**src/rtl/axi_sram_write_responder_if.sv**
```systemverilog
// AXI-Lite write-channel bundle (AW, W, B) between a write initiator and the SRAM write responder.
// Valid/ready rule on every channel: a beat transfers on a rising clk edge where valid and ready are both 1; the sender holds the payload stable while valid is 1 and ready is 0.
interface axi_sram_write_responder_if #(
  parameter int AXI_ADDR_WIDTH = 20,
  parameter int AXI_DATA_WIDTH = 16
);
  localparam int STRB_W = (AXI_DATA_WIDTH + 7) / 8;

  logic [AXI_ADDR_WIDTH-1:0] axi_awaddr;
  logic                      axi_awvalid;
  logic                      axi_awready;
  logic [AXI_DATA_WIDTH-1:0] axi_wdata;
  logic [STRB_W-1:0]         axi_wstrb;
  logic                      axi_wvalid;
  logic                      axi_wready;
  logic [1:0]                axi_bresp;
  logic                      axi_bvalid;
  logic                      axi_bready;

  modport slave (
    input  axi_awaddr, axi_awvalid, axi_wdata, axi_wstrb, axi_wvalid, axi_bready,
    output axi_awready, axi_wready, axi_bresp, axi_bvalid
  );

  modport master (
    output axi_awaddr, axi_awvalid, axi_wdata, axi_wstrb, axi_wvalid, axi_bready,
    input  axi_awready, axi_wready, axi_bresp, axi_bvalid
  );
endinterface

```
**src/rtl/axi_sram_write_responder.sv**
```systemverilog
// AXI-Lite write responder: collects one AW and one W beat, runs a timed async-SRAM write
// cycle (setup, WE pulse, hold), then returns an OKAY B response. One write outstanding.
module axi_sram_write_responder #(
  parameter int AXI_ADDR_WIDTH = 20,
  parameter int AXI_DATA_WIDTH = 16,
  parameter int WE_CYCLES      = 2
) (
  input  logic                                   clk,
  input  logic                                   reset_n,
  axi_sram_write_responder_if.slave              axi,
  output logic [AXI_ADDR_WIDTH-1:0]              sram_addr,
  output logic [AXI_DATA_WIDTH-1:0]              sram_dq_o,
  output logic                                   sram_dq_oe,
  output logic [(AXI_DATA_WIDTH+7)/8-1:0]        sram_be_n,
  output logic                                   sram_we_n,
  output logic                                   sram_oe_n,
  output logic                                   sram_ce_n,
  output logic [2:0]                             dbg_state_o
);
  localparam int         STRB_W     = (AXI_DATA_WIDTH + 7) / 8;
  localparam logic [3:0] PULSE_LOAD = 4'(WE_CYCLES - 1);

  typedef enum logic [2:0] {
    ST_IDLE  = 3'd0,
    ST_SETUP = 3'd1,
    ST_PULSE = 3'd2,
    ST_HOLD  = 3'd3,
    ST_RESP  = 3'd4
  } state_t;

  state_t                    state_q;
  logic                      awready_q, wready_q, bvalid_q;
  logic                      aw_cap_q, w_cap_q;
  logic [AXI_ADDR_WIDTH-1:0] addr_lat_q, sram_addr_q;
  logic [AXI_DATA_WIDTH-1:0] data_lat_q, dq_q;
  logic [STRB_W-1:0]         strb_lat_q, be_n_q;
  logic                      we_n_q, ce_n_q, dq_oe_q;
  logic [3:0]                cnt_q;

  logic                      aw_hs, w_hs, aw_cap_d, w_cap_d;
  logic [AXI_ADDR_WIDTH-1:0] addr_d;
  logic [AXI_DATA_WIDTH-1:0] data_d;
  logic [STRB_W-1:0]         strb_d;

  // A beat arriving on the same edge the pair completes bypasses the latch into the SRAM outputs.
  always_comb begin
    aw_hs    = axi.axi_awvalid & awready_q;
    w_hs     = axi.axi_wvalid & wready_q;
    aw_cap_d = aw_cap_q | aw_hs;
    w_cap_d  = w_cap_q | w_hs;
    addr_d   = aw_hs ? axi.axi_awaddr : addr_lat_q;
    data_d   = w_hs ? axi.axi_wdata : data_lat_q;
    strb_d   = w_hs ? axi.axi_wstrb : strb_lat_q;
  end

  always_ff @(posedge clk or negedge reset_n) begin
    if (!reset_n) begin
      state_q     <= ST_IDLE;
      awready_q   <= 1'b0;
      wready_q    <= 1'b0;
      bvalid_q    <= 1'b0;
      aw_cap_q    <= 1'b0;
      w_cap_q     <= 1'b0;
      addr_lat_q  <= '0;
      data_lat_q  <= '0;
      strb_lat_q  <= '0;
      sram_addr_q <= '0;
      dq_q        <= '0;
      be_n_q      <= '1;
      we_n_q      <= 1'b1;
      ce_n_q      <= 1'b1;
      dq_oe_q     <= 1'b0;
      cnt_q       <= 4'd0;
    end else begin
      case (state_q)
        ST_IDLE: begin
          aw_cap_q <= aw_cap_d;
          w_cap_q  <= w_cap_d;
          if (aw_hs) addr_lat_q <= axi.axi_awaddr;
          if (w_hs) begin
            data_lat_q <= axi.axi_wdata;
            strb_lat_q <= axi.axi_wstrb;
          end
          if (aw_cap_d && w_cap_d) begin
            state_q     <= ST_SETUP;
            awready_q   <= 1'b0;
            wready_q    <= 1'b0;
            ce_n_q      <= 1'b0;
            dq_oe_q     <= 1'b1;
            sram_addr_q <= addr_d;
            dq_q        <= data_d;
            be_n_q      <= ~strb_d;
          end else begin
            awready_q <= ~aw_cap_d;
            wready_q  <= ~w_cap_d;
          end
        end
        ST_SETUP: begin
          state_q <= ST_PULSE;
          we_n_q  <= 1'b0;
          cnt_q   <= PULSE_LOAD;
        end
        ST_PULSE: begin
          if (cnt_q == 4'd0) begin
            state_q <= ST_HOLD;
            we_n_q  <= 1'b1;
          end else begin
            cnt_q <= cnt_q - 4'd1;
          end
        end
        ST_HOLD: begin
          state_q  <= ST_RESP;
          ce_n_q   <= 1'b1;
          dq_oe_q  <= 1'b0;
          bvalid_q <= 1'b1;
        end
        ST_RESP: begin
          if (axi.axi_bready) begin
            state_q   <= ST_IDLE;
            bvalid_q  <= 1'b0;
            aw_cap_q  <= 1'b0;
            w_cap_q   <= 1'b0;
            awready_q <= 1'b1;
            wready_q  <= 1'b1;
          end
        end
        default: state_q <= ST_IDLE;
      endcase
    end
  end

  assign axi.axi_awready = awready_q;
  assign axi.axi_wready  = wready_q;
  assign axi.axi_bvalid  = bvalid_q;
  assign axi.axi_bresp   = 2'b00;
  assign sram_addr       = sram_addr_q;
  assign sram_dq_o       = dq_q;
  assign sram_dq_oe      = dq_oe_q;
  assign sram_be_n       = be_n_q;
  assign sram_we_n       = we_n_q;
  assign sram_oe_n       = 1'b1;
  assign sram_ce_n       = ce_n_q;
  assign dbg_state_o     = state_q;
endmodule
```
**src/flat_wrapper.sv**
```systemverilog
// flat-port wrapper written by rule: the top's interface ports become plain ports
module axi_sram_write_responder_flat 
#(
  parameter int AXI_ADDR_WIDTH = 20,
  parameter int AXI_DATA_WIDTH = 16,
  parameter int WE_CYCLES      = 2
)
  (clk, reset_n, sram_addr, sram_dq_o, sram_dq_oe, sram_be_n, sram_we_n, sram_oe_n, sram_ce_n, dbg_state_o, axi_axi_awaddr, axi_axi_awvalid, axi_axi_wdata, axi_axi_wstrb, axi_axi_wvalid, axi_axi_bready, axi_axi_awready, axi_axi_wready, axi_axi_bresp, axi_axi_bvalid);
  axi_sram_write_responder_if #(.AXI_ADDR_WIDTH(AXI_ADDR_WIDTH), .AXI_DATA_WIDTH(AXI_DATA_WIDTH)) axi_i ();
  input  logic clk;
  input  logic reset_n;
  output logic [AXI_ADDR_WIDTH-1:0] sram_addr;
  output logic [AXI_DATA_WIDTH-1:0] sram_dq_o;
  output logic sram_dq_oe;
  output logic [(AXI_DATA_WIDTH+7)/8-1:0] sram_be_n;
  output logic sram_we_n;
  output logic sram_oe_n;
  output logic sram_ce_n;
  output logic [2:0] dbg_state_o;
  input wire logic [$bits(axi_i.axi_awaddr)-1:0] axi_axi_awaddr;
  input wire logic [$bits(axi_i.axi_awvalid)-1:0] axi_axi_awvalid;
  input wire logic [$bits(axi_i.axi_wdata)-1:0] axi_axi_wdata;
  input wire logic [$bits(axi_i.axi_wstrb)-1:0] axi_axi_wstrb;
  input wire logic [$bits(axi_i.axi_wvalid)-1:0] axi_axi_wvalid;
  input wire logic [$bits(axi_i.axi_bready)-1:0] axi_axi_bready;
  output wire logic [$bits(axi_i.axi_awready)-1:0] axi_axi_awready;
  output wire logic [$bits(axi_i.axi_wready)-1:0] axi_axi_wready;
  output wire logic [$bits(axi_i.axi_bresp)-1:0] axi_axi_bresp;
  output wire logic [$bits(axi_i.axi_bvalid)-1:0] axi_axi_bvalid;
  assign axi_i.axi_awaddr = axi_axi_awaddr;
  assign axi_i.axi_awvalid = axi_axi_awvalid;
  assign axi_i.axi_wdata = axi_axi_wdata;
  assign axi_i.axi_wstrb = axi_axi_wstrb;
  assign axi_i.axi_wvalid = axi_axi_wvalid;
  assign axi_i.axi_bready = axi_axi_bready;
  assign axi_axi_awready = axi_i.axi_awready;
  assign axi_axi_wready = axi_i.axi_wready;
  assign axi_axi_bresp = axi_i.axi_bresp;
  assign axi_axi_bvalid = axi_i.axi_bvalid;
  axi_sram_write_responder #(.AXI_ADDR_WIDTH(AXI_ADDR_WIDTH), .AXI_DATA_WIDTH(AXI_DATA_WIDTH), .WE_CYCLES(WE_CYCLES)) u_core (.clk(clk), .reset_n(reset_n), .axi(axi_i), .sram_addr(sram_addr), .sram_dq_o(sram_dq_o), .sram_dq_oe(sram_dq_oe), .sram_be_n(sram_be_n), .sram_we_n(sram_we_n), .sram_oe_n(sram_oe_n), .sram_ce_n(sram_ce_n), .dbg_state_o(dbg_state_o));
endmodule
```
**config.mk**
```make
export PLATFORM = sky130hd
export DESIGN_NAME = axi_sram_write_responder_flat
export DESIGN_NICKNAME = d
export VERILOG_FILES = /design/src/rtl/axi_sram_write_responder_if.sv /design/src/rtl/axi_sram_write_responder.sv /design/src/flat_wrapper.sv
export SDC_FILE = /design/constraint.sdc
export NUM_CORES = 1
export LEC_CHECK = 0
export CORE_MARGIN = 2
export CORE_UTILIZATION = 52
export CTS_BUF_LIST = sky130_fd_sc_hd__clkbuf_2 sky130_fd_sc_hd__clkbuf_4 sky130_fd_sc_hd__clkbuf_8
export CTS_CLUSTER_DIAMETER = 120
export DETAILED_ROUTE_END_ITERATION = 10
export PLACE_DENSITY = 0.82
export SYNTH_ARGS = -nofsm -noshare
export SYNTH_HDL_FRONTEND = slang
export SYNTH_SLANG_ARGS = --single-unit
```
**constraint.sdc**
```tcl
create_clock -name clk -period 2.27 [get_ports clk]
set_input_delay 0.5675 -clock clk [delete_from_list [all_inputs] [get_ports clk]]
set_output_delay 0.5675 -clock clk [all_outputs]
set_load 0.01 [all_outputs]
```
==> parameters.txt <==
Parameter                              Value

Outcome
  Outcome    complete, no violations

Clocking
  Maximum buffer depth of the clock tree    2
  Num CTS Buffers    9
  Clock root cell    sky130_fd_sc_hd__clkbuf_8
  Clock transition at the register clock pins on the worst setup and hold paths after CTS    roughly 0.090 ns
  Latest clock arrival within the worst-skew pair    around 0.35 ns
  Clock sink count    around 90
  Post-CTS Hold Fix Bufs    0
  Number of gates resized after CTS    0
  H-tree lvl count    3
  TritonCTS clock tree    yes
  Setup bufs post-CTS    0

Floorplan
  Std-Cell Rows    32
  Initial cell density of the core    53.1%
  I/O pin count    93
  Area of the die    8540 µm²
  Die span in x    92.4 µm
  Die outline height    92.4 µm
  Area of the core    7650 µm²

Finish
  Layout filler cell count    528
  Final core utilization    69.8%
  Fraction of final layout cells sized beyond drive strength 1    38.8%
  Diodes inserted    0
  Nets    421
  Area growth from synthesis to final layout    31.4%

Synth
  Proportion of register bits with asynchronous set or reset after synthesis    100%
  Library cells used by synthesis    32
  Number of enable-type register cells in the synthesized netlist    0
  Most frequently used cell type in the post-synthesis netlist    sky130_fd_sc_hd__mux2_2
  Yosys warning total    0
  Most area-consuming cells after synthesis    sky130_fd_sc_hd__dfrtp_1, sky130_fd_sc_hd__mux2_2, sky130_fd_sc_hd__mux2_4
  Area of the mapped netlist    4060 µm²
  Number of instances in the synthesized netlist    roughly 280
  Sequential element share of the synthesized area    approximately 56%
  Flop and latch count out of synthesis    91
  Area share of the largest cell type after synthesis    53.6%
  Synthesized area per cell    14.4 µm²
  Cell type contributing the most total cell area after synthesis    sky130_fd_sc_hd__dfrtp_1
  Primary FF master, synth    sky130_fd_sc_hd__dfrtp_1
  Most numerous cell types in the synthesized netlist    sky130_fd_sc_hd__mux2_2, sky130_fd_sc_hd__dfrtp_1, sky130_fd_sc_hd__nand2_1

Detailed routing
  Number of detailed-routing iterations run before antenna repair    4
  Routed len/inst    ~16 µm
  Mean number of vias per cell    roughly 5.2
  Total via count in the routed design    2,521
  Initial detailed-routing violation count    119
  Number of nets with antenna violations after detailed routing    0
  DRC violation count after routing    0
  Total Wirelength    7.60 mm

STA
  Max Transition Viols Final    0
  Minimum clock period    ~2 ns
  Final period utilization    approximately 90%
  # setup viols final    0
  Final total negative setup slack    0 ns
  RSZ-0062 raised after global routing    no
  Max Clock Skew    0.0113 ns
  Final hold violations    0
  Fmax    501 MHz

Pwr
  Net switching power    approximately 2.3 mW
  Comb power frac    between 40% and 50%
  Switching share of power    approximately 30%
  Power density over cell area    ~1400 nW/µm²
  Leak pwr    around 2.4 nW
  VDD IR-drop max    between 0.8 and 0.9 mV
  Cell internal power dissipation    5.39 mW
  Relative contribution of sequential cells to total power    37.8%
  Proportion of power drawn by the clock network    15.4%

Worst setup path
  Critical path endpoint category    primary output
  Worst reg2reg startpoint    u_core.dbg_state_o[1]$_DFFE_PN0P_
  Highest fanout seen on the critical path    11
  Data arrival at the endpoint of the critical path    1.43 ns
  Launch point of the critical path    u_core.dbg_state_o[1]$_DFFE_PN0P_
  Sort of element at the start of the critical path    register
  Crit path required time    1.70 ns
  Crit Path Category    register to primary output

Global route
  Number of global-route vias before repair    2,745
  GR Overflow Total    0
  Met1 usage    about a quarter
  Global-route met3 utilization    under 10%
  Most utilized layer in the global route result    met2
  Total routing resource utilization after global routing    19.6%
  Met2 track demand over resource in global routing    33.9%
  Pin count of the biggest net entering global routing    58
  Initial antenna violation count    0
  First-pass GRT wire length    between 10 and 15 mm

Job
  Max-capacitance violation count    0

Hold path
  Classification of the worst-slack hold path    input port to async pin

Placed design
  Sum of net half-perimeters after detailed placement    5.33 mm
  Gp weighted congestion    0.766
  Count of buffers from port buffering    roughly 90
cell type report:
class / count / area, µm² / share of cell area [%]
inverters: 6 / 22.5 / 0.422
repair buffers: 100 / 1030 / 19.4
multi-input cells: 168 / 1650 / 31.0
flip-flops and latches: 91 / 2280 / 42.7
clock buffers: 10 / 131 / 2.46
clock inverters: 6 / 90.1 / 1.69
well taps: 102 / 128 / 2.39
logic make-up after synthesis:
family | count (synthesis) | share of synthesized area (%)
other cells | 2 | 0.185
xor+xnor | 1 | 0.216
fa+ha+maj | 2 | 0.616
simple gates | 30 | 3.76
compound gates | 12 | 1.79
flops | 91 | 56.2
mux | 120 | 33.9
buf+inv | 24 | 3.39
routing by layer:
metal	vias to the layer above	share of wire, %
li1	1172	-
met1	1282	42
met4	0	1.7
met5	-	0
met2	58	53
met3	9	3.1
per-stage QoR:
stage / instance area, µm² / hold slack (ns) / std cells / total power, mW / setup WS (ns)
floorplan: 4070 / 0.272 / 283 / 5.13 / 0.346
global placement: 5120 / 0.457 / 467 / 6.45 / 0.108
detailed placement: 5120 / 0.472 / 467 / 6.61 / 0.0593
CTS: 5340 / 0.157 / 483 / 7.82 / 0.263
global route: 5340 / 0.174 / 483 / 8.26 / 0.220
finish: 5340 / 0.150 / 483 / 7.74 / 0.276
power groups by stage:
stage | sequential (mW) | clock [mW] | combinational, mW
6_report | 2.92 | 1.19 | 3.62
5_1_grt | 3.03 | 1.30 | 3.94
4_1_cts | 2.92 | 1.22 | 3.67
3_5_place_dp | 2.94 | 0 | 3.67
3_3_place_gp | 2.89 | 0 | 3.55
2_1_floorplan | 3.04 | 0 | 2.09
layout by cell type, fill, tap and decap left out, drive strengths merged, types with 2 or more instances in the layout:
cell	synthesis	routed
or3b	2	2
nor2	5	5
a21oi	4	4
nor3	2	2
dfstp	4	4
mux2i	7	7
clkdlybuf4s50	0	88
nand4	2	2
o21ai	3	3
a21boi	3	3
ha	2	2
nand2	11	11
nand3	2	2
dfrtp	87	87
conb	2	3
mux2	113	113
or2	3	3
inv	6	6
buf	14	12
clkbuf	4	10
bufinv	0	2
clkinv	0	3
critical path, stage by stage (launching register included):
cell	delay [ns]
sky130_fd_sc_hd__dfrtp_1	0.36
sky130_fd_sc_hd__buf_4	0.17
sky130_fd_sc_hd__clkdlybuf4s50_1	0.55
registers in the layout, indices dropped and copies added (netlist names), 2 cells and up:
name                cells
u_core.addr_lat_q      20
u_core.strb_lat_q       2
u_core.sram_addr       20
u_core.dbg_state_o      3
u_core.sram_dq_o       16
u_core.cnt_q            4
u_core.sram_be_n        2
u_core.data_lat_q      16
worst paths after layout:
path	end	cells after the start	slack, ns
hold / removal	u_core.addr_lat_q[2]$_DFFE_PN0N_	1	0.15
hold reg to reg	u_core.cnt_q[3]$_DFFE_PN0P_	1	0.49
max in group asynchronous	u_core.sram_be_n[1]$_DFFE_PN1P_	2	1.40
min in group clk	u_core.cnt_q[3]$_DFFE_PN0P_	1	0.49
setup / recovery	dbg_state_o[1]	2	0.28
setup reg to reg	u_core.sram_dq_o[14]$_DFFE_PN0P_	4	0.42
Note: power is estimated with default switching activity, not from simulation.
